--- src/rtl/aes_pkg.sv ---
// Shared AES definitions for the column datapath: GF(2^8) helpers, the round
// constant and the mix/add-key FSM state type.
package aes_pkg;

   localparam logic [7:0] AES_POLY      = 8'h1B;
   localparam logic [3:0] AES_FINAL_RND = 4'd14;

   typedef enum logic {
      IDLE,
      CALC
   } mix_state_e;

   function automatic logic [7:0] xtime(input logic [7:0] x);
      return {x[6:0], 1'b0} ^ (x[7] ? AES_POLY : 8'h00);
   endfunction

   // Byte 0 of a column is the most significant byte (row 0).
   function automatic logic [7:0] colByte(input logic [31:0] w, input logic [1:0] idx);
      logic [7:0] b;
      unique case (idx)
         2'd0:    b = w[31:24];
         2'd1:    b = w[23:16];
         2'd2:    b = w[15:8];
         default: b = w[7:0];
      endcase
      return b;
   endfunction

endpackage

--- src/rtl/mix_byte.sv ---
// One output byte of MixColumns + AddRoundKey: 2*a0 ^ 3*a1 ^ a2 ^ a3 ^ k,
// or just a0 ^ k when the final round bypasses MixColumns.
module mix_byte
   import aes_pkg::*;
(
   input  logic [7:0] a0_i,
   input  logic [7:0] a1_i,
   input  logic [7:0] a2_i,
   input  logic [7:0] a3_i,
   input  logic [7:0] key_i,
   input  logic       bypass_i,
   output logic [7:0] result_o
);

   logic [7:0] mixed;

   always_comb begin
      mixed    = xtime(a0_i) ^ xtime(a1_i) ^ a1_i ^ a2_i ^ a3_i;
      result_o = bypass_i ? (a0_i ^ key_i) : (mixed ^ key_i);
   end

endmodule

--- src/rtl/mix_add_key_column.sv ---
// Column MixColumns + AddRoundKey. Byte-serial (4 cycles/column) by default;
// define MIX_PARALLEL_EN for a single-cycle, four-byte-wide datapath.
module mix_add_key_column
   import aes_pkg::*;
(
   input  logic        clk,
   input  logic        reset,
   input  logic        start,
   input  logic        final_rnd,
   input  logic [31:0] col_in,
   input  logic [31:0] key_in,
   output logic        busy,
   output logic        done,
   output logic [31:0] mix_out
);

   logic [31:0] mixOut_q;
   logic        done_q;

   assign mix_out = mixOut_q;
   assign done    = done_q;

`ifdef MIX_PARALLEL_EN

   logic [31:0] result_d;

   for (genvar g = 0; g < 4; g++) begin : g_byte
      mix_byte u_mix_byte (
         .a0_i     (colByte(col_in, 2'(g))),
         .a1_i     (colByte(col_in, 2'(g + 1))),
         .a2_i     (colByte(col_in, 2'(g + 2))),
         .a3_i     (colByte(col_in, 2'(g + 3))),
         .key_i    (colByte(key_in, 2'(g))),
         .bypass_i (final_rnd),
         .result_o (result_d[31 - 8*g -: 8])
      );
   end

   assign busy = 1'b0;

   always_ff @(posedge clk) begin
      if (reset) begin
         mixOut_q <= '0;
         done_q   <= 1'b0;
      end else begin
         done_q <= start;
         if (start) begin
            mixOut_q <= result_d;
         end
      end
   end

`else

   mix_state_e  state_q;
   logic [1:0]  bcnt_q, bcnt_d;
   logic [31:0] colWord_q, keyWord_q;
   logic        final_q;
   logic [23:0] shadow_q;
   logic        busy_q;
   logic [7:0]  opA0, opA1, opA2, opA3, opKey, byteResult;

   assign busy = busy_q;

   // Rotating the operands by bcnt lets one byte slice serve all four rows.
   always_comb begin
      bcnt_d = bcnt_q + 2'd1;
      opA0   = colByte(colWord_q, bcnt_q);
      opA1   = colByte(colWord_q, bcnt_q + 2'd1);
      opA2   = colByte(colWord_q, bcnt_q + 2'd2);
      opA3   = colByte(colWord_q, bcnt_q + 2'd3);
      opKey  = colByte(keyWord_q, bcnt_q);
   end

   mix_byte u_mix_byte (
      .a0_i     (opA0),
      .a1_i     (opA1),
      .a2_i     (opA2),
      .a3_i     (opA3),
      .key_i    (opKey),
      .bypass_i (final_q),
      .result_o (byteResult)
   );

   always_ff @(posedge clk) begin
      if (reset) begin
         state_q   <= IDLE;
         bcnt_q    <= 2'd0;
         colWord_q <= '0;
         keyWord_q <= '0;
         final_q   <= 1'b0;
         shadow_q  <= '0;
         mixOut_q  <= '0;
         busy_q    <= 1'b0;
         done_q    <= 1'b0;
      end else begin
         done_q <= 1'b0;
         unique case (state_q)
            IDLE: begin
               if (start) begin
                  colWord_q <= col_in;
                  keyWord_q <= key_in;
                  final_q   <= final_rnd;
                  bcnt_q    <= 2'd0;
                  busy_q    <= 1'b1;
                  state_q   <= CALC;
               end
            end
            CALC: begin
               bcnt_q <= bcnt_d;
               unique case (bcnt_q)
                  2'd0: shadow_q[23:16] <= byteResult;
                  2'd1: shadow_q[15:8]  <= byteResult;
                  2'd2: shadow_q[7:0]   <= byteResult;
                  default: begin
                     mixOut_q <= {shadow_q, byteResult};
                     done_q   <= 1'b1;
                     busy_q   <= 1'b0;
                     state_q  <= IDLE;
                  end
               endcase
            end
            default: state_q <= IDLE;
         endcase
      end
   end

`endif

endmodule

--- config.mk ---
export PLATFORM = sky130hd
export DESIGN_NAME = mix_add_key_column
export DESIGN_NICKNAME = d
export VERILOG_FILES = /design/src/rtl/aes_pkg.sv /design/src/rtl/mix_byte.sv /design/src/rtl/mix_add_key_column.sv
export SDC_FILE = /design/constraint.sdc
export NUM_CORES = 1
export LEC_CHECK = 0
export CORE_UTILIZATION = 25
export CTS_CLUSTER_DIAMETER = 150
export CTS_CLUSTER_SIZE = 28
export DETAILED_ROUTE_END_ITERATION = 10
export HOLD_SLACK_MARGIN = 0.05
export PLACE_DENSITY_LB_ADDON = 0.2
export SKIP_LAST_GASP = 1
export SLEW_MARGIN = 20
export SYNTH_ARGS = -nofsm -noshare
export SYNTH_HDL_FRONTEND = slang
export SYNTH_HIERARCHICAL = 1
export SYNTH_SLANG_ARGS = --single-unit
--- constraint.sdc ---
create_clock -name clk -period 7.5 [get_ports clk]
set_input_delay 1.875 -clock clk [delete_from_list [all_inputs] [get_ports clk]]
set_output_delay 1.875 -clock clk [all_outputs]
set_load 0.02 [all_outputs]
# Yosys cells after proc, flatten, opt, wreduce, memory -nomap -nowiden

Index checks and enable logic that the tools add are counted.

Equal/unequal tests: 10
Add/sub/neg operators: 3
Reduce and logical (&&, ||, !) cells: 12
Mux-type cells: 17
Bitwise logic cells: 10

Operator list:

| kind                                                 | count |
|---|---|
| one-hot mux 8 bit (3 select lines)                   | 5 |
| XOR 8 bit                                            | 8 |
| AND reduction 2 bit                                  | 6 |
| two-way mux 5 bit                                    | 2 |
| equality test 2 x 1 -> 1 bit (second input constant) | 4 |
| equality test 2 bit (second input constant)          | 4 |
| zero test 2 bit                                      | 4 |
| two-way mux 8 bit                                    | 1 |
| two-way mux 1 bit                                    | 5 |
| adder 2 bit (second input constant)                  | 2 |
| inequality test 2 bit (second input constant)        | 2 |
| one-hot mux 1 bit (2 select lines)                   | 2 |
| one-hot mux 2 bit (2 select lines)                   | 1 |
| OR reduction 3 bit                                   | 1 |
| adder 2 x 1 -> 2 bit (second input constant)         | 1 |
| two-way mux 2 bit                                    | 1 |
| NOT 1 bit                                            | 2 |
| OR reduction 2 bit                                   | 1 |

Bits of input ports: 68
Output and inout port bits: 34
Register bits after elaboration: 126
Logic and storage cells: 63

# Logic depth before layout (Yosys ltp)

Depth after elaboration: 11
Mapped depth: 12
Depth with buffers taken out: 10

# Modules after synthesis

Netlist, hierarchy kept.

Modules (own cells, without submodules):

| module             | cells an instance | area an instance (um^2) | seq. area each (um^2) | instances |
|---|---|---|---|---|
| mix_add_key_column | 603               | 5297.6                  | 2522.4                | 1 |
| mix_byte           | 49                | 498.0                   | 0.0                   | 1 |

# Least setup slack after synthesis

Ideal clock, no wire load.

Path type: reg2reg
Start point: register bcnt_q[0]
End point: register shadow_q[11]
Path slack: 4.579 ns
Library setup time: 0.070 ns
Arrival time: 2.851 ns
Data required time: 7.430 ns
Clock period less this slack: 2.921 ns
Stages on the path, launching flop included: 13
Path buffers: 2
Cells stage by stage: dfxtp_1 > inv_1 > ha_1 > clkbuf_1 > buf_2 > a222oi_1 > mux2i_1 > xor3_1 > xnor3_1 > o21ai_2 > xor2_1 > nand3_1 > a21oi_1

Cells in the longest elaborated chain, start to end: 11
Elaborated cells on any way between the ends: 32
Classes of those cells: add/sub: 3; eq/ne: 8; mux: 8; bitwise: 8; reduce/logical: 5

Ends and longest elaborated chain:

| item                                              | line                      | source |
|---|---|---|
| start: declaration                                | mix_add_key_column.sv:56  | `logic [1:0] bcnt_q, bcnt_d;` |
| start signal: assignment                          | mix_add_key_column.sv:110 | `bcnt_q <= bcnt_d;` |
| adder 2 x 1 -> 2 bit (*)                          | mix_add_key_column.sv:69  | `opA1 = colByte(colWord_q, bcnt_q + 2'd1);` |
| equality test 2 bit, or another cell as far along | aes_pkg.sv:20             | `unique case (idx)` |
| one-hot mux 8 bit (3 select lines) (*)            | aes_pkg.sv:20             |  |
| net opA1[7]                                       | mix_add_key_column.sv:61  | `logic [7:0] opA0, opA1, opA2, opA3, opKey, byteResult;` |
| two-way mux 5 bit (*)                             | aes_pkg.sv:14             | `return {x[6:0], 1'b0} ^ (x[7] ? AES_POLY : 8'h00);` |
| XOR 8 bit (*)                                     | aes_pkg.sv:14             |  |
| XOR 8 bit (*) (4 in a row)                        | mix_byte.sv:18            | `mixed = xtime(a0_i) ^ xtime(a1_i) ^ a1_i ^ a2_i ^ a3_i;` |
| XOR 8 bit (*)                                     | mix_byte.sv:19            | `result_o = bypass_i ? (a0_i ^ key_i) : (mixed ^ key_i);` |
| two-way mux 8 bit (*)                             | mix_byte.sv:19            |  |
| net byteResult[3]                                 | mix_add_key_column.sv:61  |  |
| end signal: assignment                            | mix_add_key_column.sv:113 | `2'd1: shadow_q[15:8] <= byteResult;` |
| end: declaration                                  | mix_add_key_column.sv:59  | `logic [23:0] shadow_q;` |

The timed path passes the listed nets; every way through them passes the cells marked *.
A chain may end at the register's enable or synchronous reset.

# Worst setup path in the final report

Start point: register bcnt_q[0]
End point: register shadow_q[20]

The elaborated chain is that of the path after synthesis.

==> results.tsv <==
stage	metric	value	unit
worst_setup_path	crit-path max FO	26	
drt	drt initial violations	515	
cts	Num Clock Sinks	126	
sta	post-route minimum period	3.877	ns
cts	Root Buffer	clkbuf_16	
cts	CTS tree	yes	
sta	slew at the pin with the worst max-slew slack	0.8348	ns
final_layout	Area growth, synth to finish	31.07	%
worst_setup_path	CP startpoint kind	flip-flop	
pwr	P per Cell Area	250.7	nW/um^2
cts	Hold-fix buffers, CTS	0	
die	Rows	55	
final_layout	most frequent cells in the layout	165 x nand2_1, 126 x dfxtp_1, 100 x clkdlybuf4s50_1, 90 x a21oi_1, 42 x mux2i_1	
final_layout	Antenna diodes	0	
sta	max-slew violations	0	
synth	yosys warns	6	
drt	DRC viols	0	
sta	unrepaired setup endpoints after global routing	no	
synth	Synth async-reset ratio	0	%
placement	dpl hpwl	11480	um
cts	clock latency on the worst-skew pair	0.42	ns
final_layout	final instance area	7596	sq um
worst_setup_path	kind of critical path	flip-flop to flip-flop	
pwr	static leakage	0.002711	uW
pwr	peak supply drop	128.2	uV
synth	FF+latch count, synth	126	
worst_setup_path	Critical Path AT	4.21	ns
final_layout	most common cell after layout, fill and taps aside	nand2_1	
synth	main area contributors after synthesis	dfxtp_1 44%, nand2_1 11%, a21oi_1 7.8%	
sta	Fmax	257.9	MHz
synth	top-area cell type share of the netlist area	43.52	%
drt	Via density	4.830	
drt	Routed Antenna Nets	0	
synth	Post-synth EDFFs	0	
placement	I/O Buffers	101	
sta	Final Hold Fails	0	
drt	Final Routed Wirelength	16490	um
worst_setup_path	Critical Path End Type	flip-flop	
die	full die area	23790	sq um
synth	cell taking the most area after synthesis	dfxtp_1	
cts	# Post-CTS Setup Buffers	0	
sta	Setup violations, final	0	
status	status	complete, no violations	
synth	Synth Area per Inst	8.889	sq um
drt	wire per inst	16.14	um
synth	Seq/Total Area, Yosys	43.52	%
global_routing	largest net degree at the start of global routing	67	
worst_hold_path	HP Class	flip-flop to flip-flop	
cts	H-tree depth	4	
placement	GPL Wtd Cong	0.7425	
drt	First-pass DRT Iterations	10	
drt	vias	4936	
sta	skew final	0.01646	ns
synth	Syn Std Cell Area	5796	sq um
final_layout	Final #Nets	801	
synth	Syn Nets	728	
run	Max Cap Viol	0	
global_routing	global-route usage over all layers	14.20	%
synth	top_reg_cell synth	dfxtp_1	
global_routing	first-pass GRT wire length	26040	um
die	Ports	102	
die	Placeable Area	22710	sq um
global_routing	grt ovf	0	
cts	CTS clk-pin slew, worst paths	0.05	ns
sta	Max-Slew Margin vs Limit	44.35	%
sta	Final Cycle Share	51.69	%
die	die width	154.3	um
cts	CTS resizes	0	
die	Chip Height	154.3	um
global_routing	vias in the first global route	4595	
cts	clk buf depth	2	
die	initial cell density of the core	25.52	%
final_layout	share of cells above drive strength 1	6.513	%
cts	CTS buffer count	17	
pwr	total power	1904	uW
global_routing	initial antenna violation count	0	
sta	TNS Setup	0	ns
synth	Unique masters post-synth	27	
synth	Mapped Cells	652	
placement	Placed Instance Area	6945	sq um
worst_setup_path	Critical Path RT	7.83	ns
==> worst paths after layout <==
path / end / depth (start not counted) / start / slack (ns)
worst max-delay path: shadow_q[20] / 11 / bcnt_q[0] / 3.62
worst min-delay path: shadow_q[8] / 2 / shadow_q[8] / 0.45
worst min register to register: shadow_q[8] / 2 / shadow_q[8] / 0.45
worst max register to register: shadow_q[20] / 11 / bcnt_q[0] / 3.62
==> per-layer routing <==
| layer | part of all wire, % | track usage (%) |
|---|---|---|
| met1 | 52 | 20.94 |
| met2 | 42 | 20.13 |
| met3 | 5.5 | 3.670 |
| met4 | 0.85 | 3.913 |
| met5 | 0 | 0 |
==> per-stage QoR <==
stage | hold WS (ns) | setup slack, ns | std cells | util, %
floorplan | 0.4357 | 4.579 | 652 | -
global placement | 0.4451 | 3.667 | 991 | 30.58
detailed placement | 0.4480 | 3.621 | 991 | 30.58
CTS | 0.4558 | 3.568 | 1022 | 33.45
global route | 0.4702 | 3.228 | 1022 | 33.45
finish | 0.4545 | 3.623 | 1022 | 33.45
==> registers in the layout, indices dropped and copies added (netlist names) <==
register and count:
colWord_q 32, keyWord_q 32, mix_out 32, shadow_q 24
bcnt_q 2, busy 1, done 1, final_q 1
state_q 1
==> synthesized netlist by cell type, types with 2 or more instances <==
master,n
a21oi_1,90
a222oi_1,40
a22o_1,32
buf_1,6
buf_2,17
buf_4,16
clkbuf_1,18
dfxtp_1,126
ha_1,8
inv_1,18
mux2i_1,42
nand2_1,165
nand3_1,24
nor2_1,3
o21ai_0,5
o21ai_2,2
xnor2_1,17
xnor3_1,8
xor2_1,7
==> area by class of cell <==
| cell class | count | area (sq um) |
|---|---|---|
| fill | 2395 | 15110 |
| multi-input combinational | 451 | 2918 |
| sequential | 126 | 2522 |
| timing repair buffer | 111 | 1081 |
| clock buffer | 18 | 439.2 |
| tap | 285 | 356.6 |
| clock inverter | 13 | 211.5 |
| inverter | 18 | 67.56 |
==> worst max-delay path: stages, from the launching register on <==
cell and delay (ns):
dfxtp_1 0.37, inv_1 0.15, ha_1 0.61, buf_4 0.39, a222oi_1 0.16, mux2i_1 0.42
xor3_1 0.42, xnor3_1 0.42, o21ai_2 0.14, xor2_1 0.39, nand3_1 0.16, a21oi_1 0.15
==> report_power, final <==
group | leakage, uW | internal (uW) | switching (uW)
clock | 0.000317 | 599 | 307
sequential | 0.00103 | 699 | 26.5
combinational | 0.00137 | 123 | 151
total | 0.00271 | 1420 | 484
==> logic make-up (layout without fill, tap and decap cells) <==
kind of cell	after synthesis	count (layout)	synth area share, %
AO/OA/AOI/OAI	171	171	20.53
XOR/XNOR	33	33	7.146
adder cells (fa/ha/maj)	8	8	1.727
buffers and inverters	75	160	6.261
flip-flops	126	126	43.52
multiplexers	42	42	7.254
AND/OR/NAND/NOR	197	197	13.56
Note: power is estimated with default switching activity, not from simulation.
